**src/rtl/stc_pkg.sv**
```systemverilog
// Shared types and constants for the serial two's-complement engine.
// The optional parallel result port is enabled by defining STC_PARALLEL_OUT_EN.
package stc_pkg;

   typedef enum logic [1:0] {
      STC_IDLE  = 2'd0,
      STC_SHIFT = 2'd1,
      STC_DONE  = 2'd2
   } stc_state_e;

   localparam logic STC_MODE_NEG = 1'b0;
   localparam logic STC_MODE_ABS = 1'b1;

   // Abs mode negates only negative operands; negate mode always negates.
   function automatic logic stc_neg_sel(input logic mode, input logic sign);
      return (mode == STC_MODE_ABS) ? sign : 1'b1;
   endfunction

endpackage

```
**src/rtl/stc_shift_reg.sv**
```systemverilog
// Load/shift-right register with serial input at the MSB, asynchronous active-low reset.
// The full parallel output exists only when STC_PARALLEL_OUT_EN is defined.
module stc_shift_reg #(
   parameter int WIDTH = 8
) (
   input  logic             clk,
   input  logic             reset_b,
   input  logic             i_load,
   input  logic             i_shift,
   input  logic             i_sin,
   input  logic [WIDTH-1:0] i_data,
   output logic             o_lsb
`ifdef STC_PARALLEL_OUT_EN
   ,
   output logic [WIDTH-1:0] o_q
`endif
);

   logic [WIDTH-1:0] r_q;

   always_ff @(posedge clk or negedge reset_b) begin
      if (!reset_b) begin
         r_q <= '0;
      end else if (i_load) begin
         r_q <= i_data;
      end else if (i_shift) begin
         r_q <= {i_sin, r_q[WIDTH-1:1]};
      end
   end

   assign o_lsb = r_q[0];
`ifdef STC_PARALLEL_OUT_EN
   assign o_q   = r_q;
`endif

endmodule

```
**src/rtl/serial_twos_comp_engine.sv**
```systemverilog
// Serial two's-complement negate/abs engine: parallel load, LSB-first serial result.
// Define STC_PARALLEL_OUT_EN to add the registered parallel result port.
module serial_twos_comp_engine
   import stc_pkg::*;
#(
   parameter int WIDTH = 8
) (
   input  logic             clk,
   input  logic             reset_b,
   input  logic             start,
   input  logic             mode,
   input  logic [WIDTH-1:0] data,
   output logic             busy,
   output logic             bit_valid,
   output logic             bit_out,
   output logic             done,
   output logic             ovf
`ifdef STC_PARALLEL_OUT_EN
   ,
   output logic [WIDTH-1:0] result
`endif
);

   localparam int CNT_W = $clog2(WIDTH);
   localparam logic [CNT_W-1:0] LAST_CNT = CNT_W'(WIDTH - 1);
   localparam logic [WIDTH-1:0] MIN_NEG  = {1'b1, {(WIDTH-1){1'b0}}};

   localparam logic [1:0] S_IDLE  = STC_IDLE;
   localparam logic [1:0] S_SHIFT = STC_SHIFT;
   localparam logic [1:0] S_DONE  = STC_DONE;

   logic [1:0]       r_state;
   logic [CNT_W-1:0] r_cnt;
   logic             r_seen;
   logic             r_neg;
   logic             r_ovf;

   logic             w_accept;
   logic             w_in_shift;
   logic             w_last;
   logic             w_neg_next;
   logic             w_sr_lsb;
   logic             w_bit;

   assign w_accept   = (r_state == S_IDLE) && start;
   assign w_in_shift = (r_state == S_SHIFT);
   assign w_last     = w_in_shift && (r_cnt == LAST_CNT);
   assign w_neg_next = stc_neg_sel(mode, data[WIDTH-1]);
   // Bits up to and including the first 1 pass through; every later bit is inverted.
   assign w_bit      = w_sr_lsb ^ (r_seen & r_neg);

`ifdef STC_PARALLEL_OUT_EN
   logic [WIDTH-1:0] w_sr;
   logic [WIDTH-1:0] r_result;
`endif

   stc_shift_reg #(
      .WIDTH (WIDTH)
   ) u_shift_reg (
      .clk     (clk),
      .reset_b (reset_b),
      .i_load  (w_accept),
      .i_shift (w_in_shift),
      .i_sin   (w_bit),
      .i_data  (data),
      .o_lsb   (w_sr_lsb)
`ifdef STC_PARALLEL_OUT_EN
      ,
      .o_q     (w_sr)
`endif
   );

   always_ff @(posedge clk or negedge reset_b) begin
      if (!reset_b) begin
         r_state <= S_IDLE;
         r_cnt   <= '0;
         r_seen  <= 1'b0;
         r_neg   <= 1'b0;
         r_ovf   <= 1'b0;
      end else begin
         case (r_state)
            S_IDLE: begin
               if (start) begin
                  r_seen  <= 1'b0;
                  r_cnt   <= '0;
                  r_neg   <= w_neg_next;
                  r_ovf   <= w_neg_next && (data == MIN_NEG);
                  r_state <= S_SHIFT;
               end
            end
            S_SHIFT: begin
               r_seen <= r_seen | w_sr_lsb;
               r_cnt  <= r_cnt + CNT_W'(1);
               if (w_last) begin
                  r_state <= S_DONE;
               end
            end
            S_DONE: begin
               r_state <= S_IDLE;
            end
            default: begin
               r_state <= S_IDLE;
            end
         endcase
      end
   end

`ifdef STC_PARALLEL_OUT_EN
   // Capture the register's post-shift value so result is valid in the done cycle.
   always_ff @(posedge clk or negedge reset_b) begin
      if (!reset_b) begin
         r_result <= '0;
      end else if (w_last) begin
         r_result <= {w_bit, w_sr[WIDTH-1:1]};
      end
   end

   assign result = r_result;
`endif

   assign busy      = (r_state != S_IDLE);
   assign bit_valid = w_in_shift;
   assign bit_out   = w_in_shift && w_bit;
   assign done      = (r_state == S_DONE);
   assign ovf       = (r_state == S_DONE) && r_ovf;

endmodule

```
**config.mk**
```make
export PLATFORM = sky130hd
export DESIGN_NAME = serial_twos_comp_engine
export DESIGN_NICKNAME = d
export VERILOG_FILES = /design/src/rtl/stc_pkg.sv /design/src/rtl/stc_shift_reg.sv /design/src/rtl/serial_twos_comp_engine.sv
export SDC_FILE = /design/constraint.sdc
export NUM_CORES = 1
export LEC_CHECK = 0
export ABC_AREA = 1
export CAP_MARGIN = 10
export CORE_AREA = 2 2 47 49
export DETAILED_ROUTE_END_ITERATION = 16
export DIE_AREA = 0 0 49 51
export PLACE_DENSITY = 0.68
export RECOVER_POWER = 100
export SLEW_MARGIN = 20
export SYNTH_ARGS = -nofsm -noshare
export SYNTH_HDL_FRONTEND = slang
export SYNTH_SLANG_ARGS = --single-unit
```
**constraint.sdc**
```tcl
create_clock -name clk -period 0.9 [get_ports clk]
set_input_delay 0.225 -clock clk [delete_from_list [all_inputs] [get_ports clk]]
set_output_delay 0.225 -clock clk [all_outputs]
set_load 0.03 [all_outputs]
```
-- Word level (Yosys, flattened, before mapping)
Cells that the tools add are included.
Widths: inputs -> output; s select.
- word-level logic and storage cells: 38
- register bits after elaboration: 16
- reductions and logical operators: 12
- mux-type cells: 10
- bitwise operators: 3
- equality and inequality tests: 6
- add/subtract/negate cells: 1
- operator list (operator ; count):
    $mux 8 ; 2
    $eq 8x8->1 const B ; 1
    $pmux 3 s2 ; 1
    $reduce_and 2->1 ; 3
    $reduce_bool 2->1 ; 3
    $logic_and 1x1->1 ; 5
    $mux 2 ; 2
    $pmux 2 s2 ; 1
    $add 3x1->3 const B ; 1
    $eq 3x3->1 const B ; 1
    $mux 3 ; 1
    $eq 2x1->1 const B ; 1
    $eq 2x2->1 const B ; 1
    $logic_not 2->1 ; 1
    $mux 1 ; 2
    $ne 2x1->1 const B ; 1
    $ne 2x2->1 const B ; 1
    $pmux 1 s2 ; 1
    $and 1x1->1 ; 1
    $or 1x1->1 ; 1
    $xor 1x1->1 ; 1

-- Logic depth before layout (Yosys ltp)
Gate-level depths: netlist of the first run.
- depth in word-level cells: 4
- mapped depth: 5

-- Hierarchy
A second synthesis of the first run with hierarchy kept.
- cell total of the unflattened synthesis: 104
- area, all modules: 804.5 µm²
- by module, submodules not included (module ; area each (µm²) ; times used ; cells each ; sequential area each (µm²)):
    serial_twos_comp_engine ; 430.4 ; 1 ; 60 ; 200.2
    stc_shift_reg ; 374.1 ; 1 ; 44 ; 200.2

-- Least setup slack after synthesis of the first run
Ideal clock, no wire load.
- kind: reg2out
- start: register r_state[1]
- end: output port done
- path buffers: 0
- slack: -0.195 ns
- cell stages (with the launch flop): 3
- arrival: 0.870 ns
- cell sequence: dfrtp_1 inv_2 nor2_1
- longest elaborated chain between the ends: 1
- RTL lines (item ; line ; RTL):
    start, declared ; serial_twos_comp_engine.sv:32 ; logic [1:0] r_state;
    start signal, assigned ; serial_twos_comp_engine.sv:75 ; r_state <= S_IDLE;
    start signal, assigned ; serial_twos_comp_engine.sv:88 ; r_state <= S_SHIFT;
    start signal, assigned ; serial_twos_comp_engine.sv:95 ; r_state <= S_DONE;
    $eq 2x2->1 ; serial_twos_comp_engine.sv:124 ; assign done = (r_state == S_DONE);
    end, declared ; serial_twos_comp_engine.sv:16 ; output logic done,
No other way between the ends.

-- Worst setup path after layout of the first run
- start: register r_state[1]
- end: output port bit_out
- longest elaborated chain between the ends: 2
- RTL lines (item ; line ; RTL):
    $eq 2x1->1 ; serial_twos_comp_engine.sv:46 ; assign w_in_shift = (r_state == S_SHIFT);
    $logic_and 1x1->1 ; serial_twos_comp_engine.sv:123 ; assign bit_out = w_in_shift && w_bit;
    end, declared ; serial_twos_comp_engine.sv:15 ; output logic bit_out,
No other way between the ends.

==> reports/results.tsv, run 1 <==
stage	metric	value	unit
power	p_switching	1.65	mW
run	max_cap_violations	0	
global_routing	grt_max_degree	17	
finish	layout_commonest_cell	nand2_1	
setup_path	critPathMaxFanout	3	
power	p_per_area	3160	nW/um2
sta	fmax	715	MHz
global_routing	track_usage	0.156	
logic_synthesis	synth-seq-area-share	0.500	
die	die_height	51	um
logic_synthesis	syn_area	801	um2
global_routing	grt_overflow	0	
finish	nNetsFinal	154	
placed_design	dp_hpwl	1.18	mm
power	p_comb_frac	0.611	
power	leakage	0.643	nW
clocking	ctsRootBufferMaster	clkbuf_4	
logic_synthesis	synth_top_area_cell	dfrtp_1	
die	die_x	49	um
sta	period_share	1.55	
power	power.internal	2.46	mW
sta	skew	0.313	ps
setup_path	path_class	register to primary output	
drt	wirelength	1.84	mm
finish	areaGrowthSynthToFinish	62.2	%
logic_synthesis	synth_seq_cells	16	
die	start_util	0.388	
logic_synthesis	ys_types	14	
clocking	clk_latency	270	ps
placed_design	place_congestion	0.786	
setup_path	arrival	1170	ps
drt	vias	769	
power	switching_share	0.401	
logic_synthesis	syn-num-nets	116	
finish	seq_area	402	um2
status	violations	setup timing	
logic_synthesis	syn_inst	102	
sta	hold_viol	0	
logic_synthesis	syn_area_per_cell	7.85	um2
power	share_seq_of_total_power	0.302	
placed_design	port-buffer-count	16	
logic_synthesis	synth_top_cell_area_share	0.500	
die	die_area	2500	um2
drt	drt_iter0_markers	12	
clocking	path_clk_slew	80	ps
clocking	cts_made_buffers	3	
sta	worst_slew_pin_slew	392	ps
setup_path	rrSetupSlack	-310	ps
finish	multi_input_area	450	um2
status	outcome	finished, violations left	
finish	drive_gt1_frac	0.384	
finish	diodes	0	
sta	report.final.setup_viol	21	
global_routing	antenna_found_initial	0	
die	pin_count	17	
finish	nFillCells	192	
placed_design	dpl_cell_area	1110	um2
power	irDropWorstVdd	0.00187	V
logic_synthesis	synthTopCellsByArea	dfrtp_1 (50%), nand2_1 (19%), nand3_1 (7.5%)	
drt	vias_per_cell	4.63	
die	core_area	2060	um2
drt	final_antenna_net_count	0	
sta	period_minus_slack	1400	ps
clocking	clockBufferDepth	2	
hold_path	min_path_type	input pin to asynchronous set/reset pin	
sta	fin_ws	-499	ps
drt	wl_per_cell	11.1	um
die	placementRows	17	
sta	slew_headroom	0.738	
finish	final_area	1300	um2
power	p_clk_frac	0.087	
drt	drcViolationCount	0	
setup_path	endpoint_kind	primary output	
clocking	clock-sinks	16	
clocking	tritoncts	built	
global_routing	grt_pass1_wl	2.94	mm
logic_synthesis	yosys_warnings	0	
power	power	4.11	mW
drt	dr.pass1.iters	4	
clocking	htreeDepth	1	
setup_path	worstPathRequired	670	ps
global_routing	grt_pass1_vias	712	
setup_path	cp-start-kind	register	
sta	rsz0062_at_grt	yes	
sta	timing.final.max_slew_violations	0	
finish	mostFrequentLayoutCells	nand2_1 (37), dfrtp_1 (15), inv_1 (11), buf_4 (11), clkdlybuf4s50_1 (9)	
worst max-delay path: stages, from the launching register on:
cell,delay (ps)
dfrtp_2,450
nor2_4,170
nand3_4,100
inv_4,60
buf_6,120
cell usage after synthesis, drive strengths merged:
master / instances
inv: 15
buf: 2
ha: 2
o21ai: 5
nor2: 7
dfrtp: 16
nand2: 42
nand3: 12
and3: 1
sequential cells by signal, summed over array words and instances (netlist names):
signal,count
r_ovf,1
r_seen,1
u_shift_reg.r_q,8
r_cnt,3
r_state,2
r_neg,1
power by group through the flow:
| stage | Combinational [mW] | Clock, mW | Sequential [mW] |
|---|---|---|---|
| after floorplan | 1.11 | 0 | 1.21 |
| after global placement | 1.72 | 0 | 1.23 |
| after detailed placement | 1.78 | 0 | 1.24 |
| after CTS | 2.19 | 0.369 | 1.22 |
| after global routing | 2.74 | 0.403 | 1.27 |
| final | 2.51 | 0.359 | 1.24 |
worst paths after layout:
path                            start                  to  depth (start not counted)
max                        r_state[1]             bit_out                          4
min                           reset_b            r_cnt[2]                          2
max reg2reg                r_state[1]  u_shift_reg.r_q[7]                          6
min reg2reg                  r_cnt[1]            r_cnt[1]                          2
max in group asynchronous     reset_b          r_state[1]                          2
min in group clk             r_cnt[1]            r_cnt[1]                          2
per-stage QoR:
| stage | setup slack [ps] | hold WS [ps] | std cells | util | TNS, ps |
|---|---|---|---|---|---|
| floorplan | -126 | -70.6 | 102 | - | -1390 |
| global placement | -426 | 467 | 156 | 0.537 | -6560 |
| detailed placement | -449 | 468 | 156 | 0.537 | -6820 |
| CTS | -503 | 272 | 165 | 0.597 | -5320 |
| global route | -569 | 428 | 166 | 0.629 | -6070 |
| finish | -499 | 396 | 166 | 0.629 | -4960 |
metal layers:
layer  vias up  GRT usage  wire [um]
met1       366      0.197        843
met3         2     0.0263         45
li1        391          -          -
met2        10      0.256        942
met5         -          0          0
met4         0     0.0857         12
logic make-up after synthesis:
| group | synth area share |
|---|---|
| buf+inv | 0.0984 |
| flops | 0.500 |
| simple gates | 0.334 |
| fa+ha+maj | 0.0312 |
| compound gates | 0.0359 |
cell type report:
| type | count | area share |
|---|---|---|
| multi-input combinational | 71 | 0.347 |
| sequential | 16 | 0.309 |
| timing repair buffer | 33 | 0.250 |
| inverter | 15 | 0.0491 |
| tap | 28 | 0.0270 |
| clock buffer | 3 | 0.0173 |
timing repair:
| item | 4_1_cts | 5_1_grt |
|---|---|---|
| pin swaps | 8 | 4 |
| buffers inserted | 4 | 2 |
| endpoints found under the hold margin | 0 | 0 |
| gates resized for setup | 16 | 20 |
| hold buffers | 0 | 0 |
| gates cloned | 2 | 0 |
| setup endpoints to repair | 21 | 21 |
No activity file was read; power rests on OpenSTA's default activity.
==> run 2, diff against run 1 <==
--- a/config.mk
+++ b/config.mk
@@ -12,6 +12,7 @@
 export DIE_AREA = 0 0 49 51
 export PLACE_DENSITY = 0.68
 export RECOVER_POWER = 100
+export SKIP_LAST_GASP = 1
 export SLEW_MARGIN = 20
 export SYNTH_ARGS = -nofsm -noshare
 export SYNTH_HDL_FRONTEND = slang
==> reports/results.tsv, run 2 (synthesis gave the netlist of run 1 again) <==
stage	metric	value	unit	change
status	outcome	finished, violations left		unchanged
status	violations	setup timing		unchanged
finish	areaGrowthSynthToFinish	60.5	%	was 62.2%
global_routing	track_usage	0.156		unchanged
finish	diodes	0		unchanged
drt	wirelength	1.85	mm	was 1.84 mm
clocking	clockBufferDepth	2		unchanged
global_routing	grt_pass1_wl	2.94	mm	unchanged
power	irDropWorstVdd	0.00189	V	was 0.00187 V
die	die_height	51	um	unchanged
drt	final_antenna_net_count	0		unchanged
setup_path	cp_cell_sequence	nor2_4 > nand3_4 > inv_4 > buf_6		unchanged
setup_path	path_class	register to primary output		unchanged
clocking	tritoncts	built		unchanged
power	p_switching	1.62	mW	was 1.65 mW
setup_path	arrival	1170	ps	about the same
die	core_area	2060	um2	unchanged
clocking	path_clk_slew	90	ps	was 80 ps
finish	largest_register_ffs	8		unchanged
setup_path	critPathMaxFanout	3		unchanged
finish	drive_gt1_frac	0.362		was 0.384
setup_path	critical_path_buf_inv_count	2		unchanged
finish	reg_top3	u_shift_reg.r_q: 8 flops, r_cnt: 3 flops, r_state: 2 flops		unchanged
finish	utilization	0.623		was 0.629
setup_path	path_delay_family	flip-flops		unchanged
clocking	cts_made_buffers	3		unchanged
global_routing	antenna_found_initial	0		unchanged
finish	layout_commonest_cell	nand2_1		unchanged
setup_path	cp-start-kind	register		unchanged
power	p_comb_frac	0.607		was 0.611
setup_path	worstPathRequired	670	ps	about the same
finish	final_cells	166		unchanged
sta	fmax	718	MHz	was 715 MHz
power	p_per_area	3160	nW/um2	about the same
global_routing	grt_pass1_vias	712		unchanged
clocking	holdBufCountCts	0		unchanged
sta	hold_viol	0		unchanged
drt	wl_per_cell	11.1	um	about the same
power	power.internal	2.44	mW	was 2.46 mW
die	die_x	49	um	unchanged
sta	timing.hold.ws	396	ps	about the same
clocking	ctsRootBufferMaster	clkbuf_4		unchanged
placed_design	port-buffer-count	16		unchanged
setup_path	endpoint_kind	primary output		unchanged
sta	worst_slew_pin_slew	389	ps	was 392 ps
power	p_clk_frac	0.086		was 0.087
placed_design	post-place-ws	-449	ps	unchanged
run	max_cap_violations	0		unchanged
die	placementRows	17		unchanged
global_routing	grt_overflow	0		unchanged
sta	rsz0062_at_grt	yes		unchanged
finish	nNetsFinal	154		unchanged
sta	timing.final.max_slew_violations	0		unchanged
finish	nFillCells	195		was 192
die	pin_count	17		unchanged
global_routing	grt_max_degree	17		unchanged
die	start_util	0.388		unchanged
die	die_area	2500	um2	unchanged
placed_design	dp_cells	156		unchanged
placed_design	dp_hpwl	1.18	mm	unchanged
drt	vias	763		was 769
clocking	htreeDepth	1		unchanged
clocking	clk_latency	280	ps	was 270 ps
finish	mostFrequentLayoutCells	nand2_1 (37), dfrtp_1 (15), inv_1 (11), buf_4 (11), clkdlybuf4s50_1 (9)		unchanged
hold_path	min_path_type	input pin to asynchronous set/reset pin		unchanged
sta	period_minus_slack	1390	ps	was 1400 ps
drt	drt_iter0_markers	17		was 12
drt	dr.pass1.iters	4		unchanged
setup_path	slowest_stage	dfrtp_2		unchanged
power	share_seq_of_total_power	0.306		was 0.302
drt	drcViolationCount	0		unchanged
clocking	clock-sinks	16		unchanged
drt	vias_per_cell	4.60		was 4.63
sta	finalSetupTns	-5000	ps	was -4960 ps
sta	fin_ws	-493	ps	was -499 ps
sta	period_share	1.55		about the same
finish	regMostFlops	u_shift_reg.r_q		unchanged
setup_path	cpPeakStageDelay	450	ps	about the same
sta	slew_headroom	0.741		was 0.738
power	switching_share	0.399		was 0.401
power	leakage	0.638	nW	was 0.643 nW
sta	skew	6.59	ps	was 0.313 ps
sta	report.final.setup_viol	21		unchanged
placed_design	place_congestion	0.786		unchanged
## run 2: cell counts in the layout (fill, tap and decap cells not counted)
Identical to the previous run, type by type.
## run 2: area by class of cell
type / count / area, um2 / area share
timing repair buffer: 33 / 325 / 0.253
tap: 28 / 35.0 / 0.0273
multi-input combinational: 71 / 439 / 0.342
clock buffer: 3 / 22.5 / 0.0175
sequential: 16 / 402 / 0.313
inverter: 15 / 61.3 / 0.0477
## run 2: worst register-to-register path: cells and delay by family, from the launching register on
kind	cells	cell delay, ps
buffers and inverters	3	370
and+or+nand+nor	3	340
DFF	1	450
## run 2: final timing paths
path,startpoint,end,slack [ps],cells after the start
worst max-delay path,r_state[1],bit_out,-490,4
worst min-delay path,reset_b,r_ovf,400,2
worst max register to register,r_state[1],u_shift_reg.r_q[7],-310,6
worst min register to register,r_cnt[1],r_cnt[1],490,2
max in group asynchronous,reset_b,r_state[1],200,2
min in group clk,r_cnt[1],r_cnt[1],490,2
## run 2: power groups by stage
stage          clock network, mW  logic (mW)  registers [mW]
2_1_floorplan                  0        1.11            1.21
3_3_place_gp                   0        1.72            1.23
3_5_place_dp                   0        1.78            1.24
4_1_cts                    0.369        2.17            1.22
5_1_grt                    0.403        2.69            1.27
6_report                   0.351        2.46            1.24
## run 2: what timing repair did
item                       in CTS  in global routing
setup buffers                   4                  2
setup endpoints to repair      21                 21
gates resized for setup        15                 17
gates cloned                    2                  0
pin swaps                       8                  7
## run 2: per-layer routing
metal  up-vias  part of all wire  global-route usage
met5         -                 0                   0
met1       358              0.45               0.197
met2        12              0.52               0.256
li1        391                 -                   -
met4         0            0.0065              0.0857
met3         2             0.029              0.0263
## run 2: through the flow
step / cell area, um2 / power, mW
final: 1280 / 4.06
after global routing: 1280 / 4.37
after CTS: 1230 / 3.77
after detailed placement: 1110 / 3.02
after global placement: 1110 / 2.96
after floorplan: 832 / 2.32
==> run 3, diff against run 2 <==
--- a/config.mk
+++ b/config.mk
@@ -10,6 +10,7 @@
 export CORE_AREA = 2 2 47 49
 export DETAILED_ROUTE_END_ITERATION = 16
 export DIE_AREA = 0 0 49 51
+export GPL_ROUTABILITY_DRIVEN = 0
 export PLACE_DENSITY = 0.68
 export RECOVER_POWER = 100
 export SKIP_LAST_GASP = 1
==> results of run 3 <==
The final DEF is identical to that of run 2; final timing and power are the same.
